--- src/rtl/usb_uart_rx_buffer_pkg.sv ---
// Shared defaults and types for the USB CDC serial bridge byte buffers.
// The TX-side buffer uses the same defaults.
package usb_uart_rx_buffer_pkg;

    localparam int DEF_ADDR_WIDTH  = 6;
    localparam int DEF_ALMOST_FULL = 48;
    localparam int DEF_DROP_WIDTH  = 16;

    typedef logic [7:0] byte_t;

endpackage

--- src/rtl/usb_uart_rx_buffer_mem.sv ---
// Simple dual-port byte RAM: one synchronous write port and one combinational read port.
// No reset on the array, so the storage can map onto block RAM.
module usb_uart_rx_mem
    import usb_uart_rx_buffer_pkg::*;
#(
    parameter int DEPTH      = 64,
    parameter int ADDR_WIDTH = $clog2(DEPTH)
) (
    input  logic                  clk,
    input  logic                  wr_en,
    input  logic [ADDR_WIDTH-1:0] wr_addr,
    input  logic [7:0]            wr_data,
    input  logic [ADDR_WIDTH-1:0] rd_addr,
    output logic [7:0]            rd_data
);

    byte_t mem [DEPTH];

    always_ff @(posedge clk) begin
        if (wr_en) begin
            mem[wr_addr] <= wr_data;
        end
    end

    assign rd_data = mem[rd_addr];

endmodule

--- src/rtl/usb_uart_rx_buffer.sv ---
// Receive byte buffer for the USB CDC bridge: RAM FIFO plus output register,
// valid/ready consumer side, and overrun accounting for the non-backpressured USB core.
module usb_uart_rx_buffer
    import usb_uart_rx_buffer_pkg::*;
#(
    parameter int ADDR_WIDTH  = DEF_ADDR_WIDTH,
    parameter int ALMOST_FULL = DEF_ALMOST_FULL,
    parameter int DROP_WIDTH  = DEF_DROP_WIDTH
) (
    input  logic                  clk,
    input  logic                  reset,
    input  logic [7:0]            rx_data,
    input  logic                  rx_strobe,
    output logic [7:0]            out_data,
    output logic                  out_valid,
    input  logic                  out_ready,
    output logic [ADDR_WIDTH:0]   level,
    output logic                  almost_full,
    output logic                  overflow,
    output logic [DROP_WIDTH-1:0] drop_count,
    input  logic                  clear_overflow
);

    localparam int DEPTH = 1 << ADDR_WIDTH;
    localparam logic [ADDR_WIDTH:0] FULL_LEVEL = (ADDR_WIDTH + 1)'(DEPTH);
    localparam logic [ADDR_WIDTH:0] AF_LEVEL   = (ADDR_WIDTH + 1)'(ALMOST_FULL);

    logic [ADDR_WIDTH-1:0] wr_ptr;
    logic [ADDR_WIDTH-1:0] rd_ptr;
    logic [7:0]            ram_rd_data;
    logic                  ram_rd;
    logic                  ram_wr;
    logic                  drop;

    function automatic logic [DROP_WIDTH-1:0] sat_inc(input logic [DROP_WIDTH-1:0] value);
        return (&value) ? value : value + DROP_WIDTH'(1);
    endfunction

    // The output register refills whenever it is empty or being consumed this cycle.
    assign ram_rd = (!out_valid || out_ready) && (level != '0);
    // A full RAM still accepts a byte if a slot is freed at the same edge.
    assign ram_wr = rx_strobe && ((level < FULL_LEVEL) || ram_rd);
    assign drop   = rx_strobe && !ram_wr;

    assign almost_full = (level >= AF_LEVEL);

    usb_uart_rx_mem #(
        .DEPTH      (DEPTH),
        .ADDR_WIDTH (ADDR_WIDTH)
    ) u_mem (
        .clk     (clk),
        .wr_en   (ram_wr),
        .wr_addr (wr_ptr),
        .wr_data (rx_data),
        .rd_addr (rd_ptr),
        .rd_data (ram_rd_data)
    );

    always_ff @(posedge clk or negedge reset) begin
        if (!reset) begin
            wr_ptr <= '0;
            rd_ptr <= '0;
            level  <= '0;
        end else begin
            if (ram_wr) begin
                wr_ptr <= wr_ptr + ADDR_WIDTH'(1);
            end
            if (ram_rd) begin
                rd_ptr <= rd_ptr + ADDR_WIDTH'(1);
            end
            case ({ram_wr, ram_rd})
                2'b10:   level <= level + (ADDR_WIDTH + 1)'(1);
                2'b01:   level <= level - (ADDR_WIDTH + 1)'(1);
                default: level <= level;
            endcase
        end
    end

    always_ff @(posedge clk or negedge reset) begin
        if (!reset) begin
            out_data  <= '0;
            out_valid <= 1'b0;
        end else if (ram_rd) begin
            out_data  <= ram_rd_data;
            out_valid <= 1'b1;
        end else if (out_valid && out_ready) begin
            out_valid <= 1'b0;
        end
    end

    // A drop in the same cycle as a clear restarts the count at one.
    always_ff @(posedge clk or negedge reset) begin
        if (!reset) begin
            overflow   <= 1'b0;
            drop_count <= '0;
        end else if (drop) begin
            overflow   <= 1'b1;
            drop_count <= clear_overflow ? DROP_WIDTH'(1) : sat_inc(drop_count);
        end else if (clear_overflow) begin
            overflow   <= 1'b0;
            drop_count <= '0;
        end
    end

endmodule

--- config.mk ---
export PLATFORM = sky130hd
export DESIGN_NAME = usb_uart_rx_buffer
export DESIGN_NICKNAME = d
export VERILOG_FILES = /design/src/rtl/usb_uart_rx_buffer_pkg.sv /design/src/rtl/usb_uart_rx_buffer_mem.sv /design/src/rtl/usb_uart_rx_buffer.sv
export SDC_FILE = /design/constraint.sdc
export NUM_CORES = 1
export LEC_CHECK = 0
export CAP_MARGIN = 25
export CORE_MARGIN = 2
export CORE_UTILIZATION = 50
export DETAILED_ROUTE_END_ITERATION = 10
export GPL_TIMING_DRIVEN = 0
export PLACE_DENSITY = 0.65
export SETUP_SLACK_MARGIN = 0.15
export SLEW_MARGIN = 20
export SYNTH_ARGS = -nofsm -noshare
export SYNTH_HDL_FRONTEND = slang
export SYNTH_SLANG_ARGS = --single-unit
--- constraint.sdc ---
create_clock -name clk -period 3.24 [get_ports clk]
set_input_delay 0.972 -clock clk [delete_from_list [all_inputs] [get_ports clk]]
set_output_delay 0.972 -clock clk [all_outputs]
set_load 0.02 [all_outputs]
==> flow_summary.yaml <==
die:
  floorplan.die_area_um2: 46400
  initial_core_utilization: 0.506
  area_of_the_core_um2: 44100
  placementRows: 77
  die_y_extent_um: 215
  chipWidth_um: 215
  io_pins: 47
timing:
  setup_repair_after_global_routing_missed_its_margin: "yes"
  slew_headroom: 0.334
  final-max-slew-violation-count: 0
  finalCritPeriodShare: 0.983
  fmax_ghz: 0.314
  finalSetupViolCount: 0
  hold_violations: 0
  hold_ws_ns: 0.307
  finalWorstPathRequiredPeriod_ns: 3.19
  timing.clock.skew_ns: 0.0184
  worst_pin_slew_ns: 0.996
routing:
  initialDrtViolationCount: 1496
  avgRoutedWirePerCell_um: 27.9
  detail_route.first_pass.iterations: 5
  drc: 0
  drtAntennaViolNets: 0
  routed-via-count: 11800
  routed_wl_um: 54000
  drt-vias-per-instance: 6.11
setup_path:
  timing.critical_path.required_ns: 3.48
  crit_start: "out_ready"
  crit_type: "in -> reg"
  setup.reg_to_reg.worst_slack_ns: 0.41
  cp-end-kind: "flip-flop"
  endpoint_arrival_time_on_the_critical_path_ns: 3.43
  crit_path_max_fanout: 10
  timing.rr.start: "out_valid"
  cp_startpoint_kind: "primary input"
logic_synthesis:
  number_of_flops_mapped_to_enable_cells_by_yosys: 512
  netlist.area_leader.share: 0.688
  synth.cells.most_frequent: "edfxtp_1, mux4_2, nor2_1"
  yosysWarnings: 0
  synthArstFlopShare: 0.0808
  synth_largest_area_cell: "edfxtp_1"
  synth_nets: 1203
  synthesis.instances: 1180
  yosys.cell_count.top_type: "edfxtp_1"
  synth-seq-cells: 557
  ys_seq_area_frac: 0.739
  ys_types: 67
  synth.cell_area_um2: 22300
  synthesis.area_per_instance_um2: 18.9
  ys_dominant_reg_cell: "edfxtp_1"
  synth.top_cells.by_area: "edfxtp_1, mux4_2, dfrtp_1"
status:
  outcome: "completed"
grt:
  grt_first_pass_wirelength_um: 78500
  grt_start_max_net_pins: 65
  first_global_vias: 11500
  antenna_violations_before_repair: 1
  grt_overflow_total: 0
  grt_usage: 0.236
job:
  maxCapViolations: 0
cts:
  cts_sinks: 557
  ctsHoldBuffers: 0
  h-tree-depth: 2
  clk_root_buffer_cell: "clkbuf_16"
  cts-root-to-sink-buffers: 3
  insertion_delay_ns: 0.61
  clk_pin_slew_worst_paths_ns: 0.06
  cts_inserted_buffers: 56
  cts_setup_buffers: 0
  tritoncts: "done"
cells_and_area:
  areaGrowthSynthToFinish_pct: 16.6
  fraction_of_final_layout_cells_with_drive_strength_greater_than_1: 0.249
  final_cell_area_excluding_filler_cells_um2: 26000
  num-fill-cells: 3296
  fin_nets: 1315
min_path:
  hold_path.class: "in -> async"
place:
  gp_congestion: 0.930
  hpwl_reported_at_the_end_of_detailed_placement_um: 34800
  dpl-instance-area_um2: 23600
  io_buffer_count: 45
power_and_ir_drop:
  leakage_nw: 8.41
  power_mw: 22.4
  vdd.ir_drop.worst_mv: 0.522
  power-per-cell-area_nw_per_um2: 860
-- critical path: stages --
cell,delay [ns]
clkdlybuf4s50_1,0.50
nor2b_2,0.09
a21boi_4,0.32
nand3_1,0.79
nor2_2,0.76
-- metal layers --
layer | wire (µm) | global-route usage
met3 | 4530 | 0.0535
met1 | 22700 | 0.343
met2 | 25200 | 0.359
met4 | 1510 | 0.0733
met5 | 13 | 0
-- repair_timing --
| item | 4_1_cts | 5_1_grt |
|---|---|---|
| setup endpoints to repair | 501 | 451 |
| pin swaps | 0 | 0 |
| gates resized for setup | 77 | 30 |
| endpoints found under the hold margin | 0 | 0 |
-- final timing paths --
| kind | to | cells after the start |
|---|---|---|
| min | drop_count[12] | 1 |
| min reg2reg | overflow | 2 |
| min in group clk | overflow | 2 |
| max reg2reg | u_mem.mem[5][7] | 4 |
| max | u_mem.mem[5][7] | 5 |
| max in group asynchronous | rd_ptr[1] | 2 |
-- layout by cell type (no fill, tap or decap), types with 19 or more instances in the layout --
cell and count:
clkbuf_1 39, a21oi_1 20, nand2_1 39, mux2i_1 61, mux4_2 103, dfrtp_1 45
nor2_4 24, o211ai_1 19, xnor2_1 20, nor2_1 23, edfxtp_1 512, clkbuf_16 58
nor2_2 40, clkdlybuf4s50_1 36, nand3_1 25, a22oi_1 20
-- where the power goes --
part	leakage (nW)	internal (mW)	switching, mW
clock network	0.996	4.40	2.74
registers	5.18	8.23	0.268
logic	2.23	2.64	4.13
-- stage by stage --
stage / TNS [ns] / instances / utilization / setup slack [ns]
3_3_place_gp: -464.75 / 1817 / 0.533 / -0.883
5_1_grt: -0.485 / 1932 / 0.590 / -0.0259
4_1_cts: -2.38 / 1930 / 0.588 / -0.0433
2_1_floorplan: 0 / 1180 / - / 0.242
3_5_place_dp: -344.78 / 1824 / 0.536 / -1.03
6_report: 0 / 1933 / 0.590 / 0.0548
-- sequential cells by signal, indices dropped and copies added, names as in the netlist --
name and cells:
drop_count 16, level 7, out_data 8, out_valid 1, overflow 1, rd_ptr 6
u_mem.mem 512, wr_ptr 6
-- cell type report --
type | count | area [µm²] | share of cell area
Sequential cell | 557 | 16500 | 0.633
Multi-Input combinational cell | 546 | 5750 | 0.221
Clock inverter | 32 | 508 | 0.0195
Clock buffer | 74 | 1540 | 0.0592
Inverter | 12 | 47.5 | 0.00183
Buffer | 65 | 378 | 0.0145
Timing Repair Buffer | 54 | 582 | 0.0223
Antenna cell | 1 | 2.50 | 0.0000961
Tap cell | 592 | 741 | 0.0284
-- cell families after synthesis --
kind of cell	synth area share
adder cells (fa/ha/maj)	0.00594
XOR/XNOR	0.00980
flip-flops	0.739
buffers and inverters	0.0189
AND/OR/NAND/NOR	0.0464
AO/OA/AOI/OAI	0.0455
multiplexers	0.135
No activity file was read; power rests on OpenSTA's default activity.
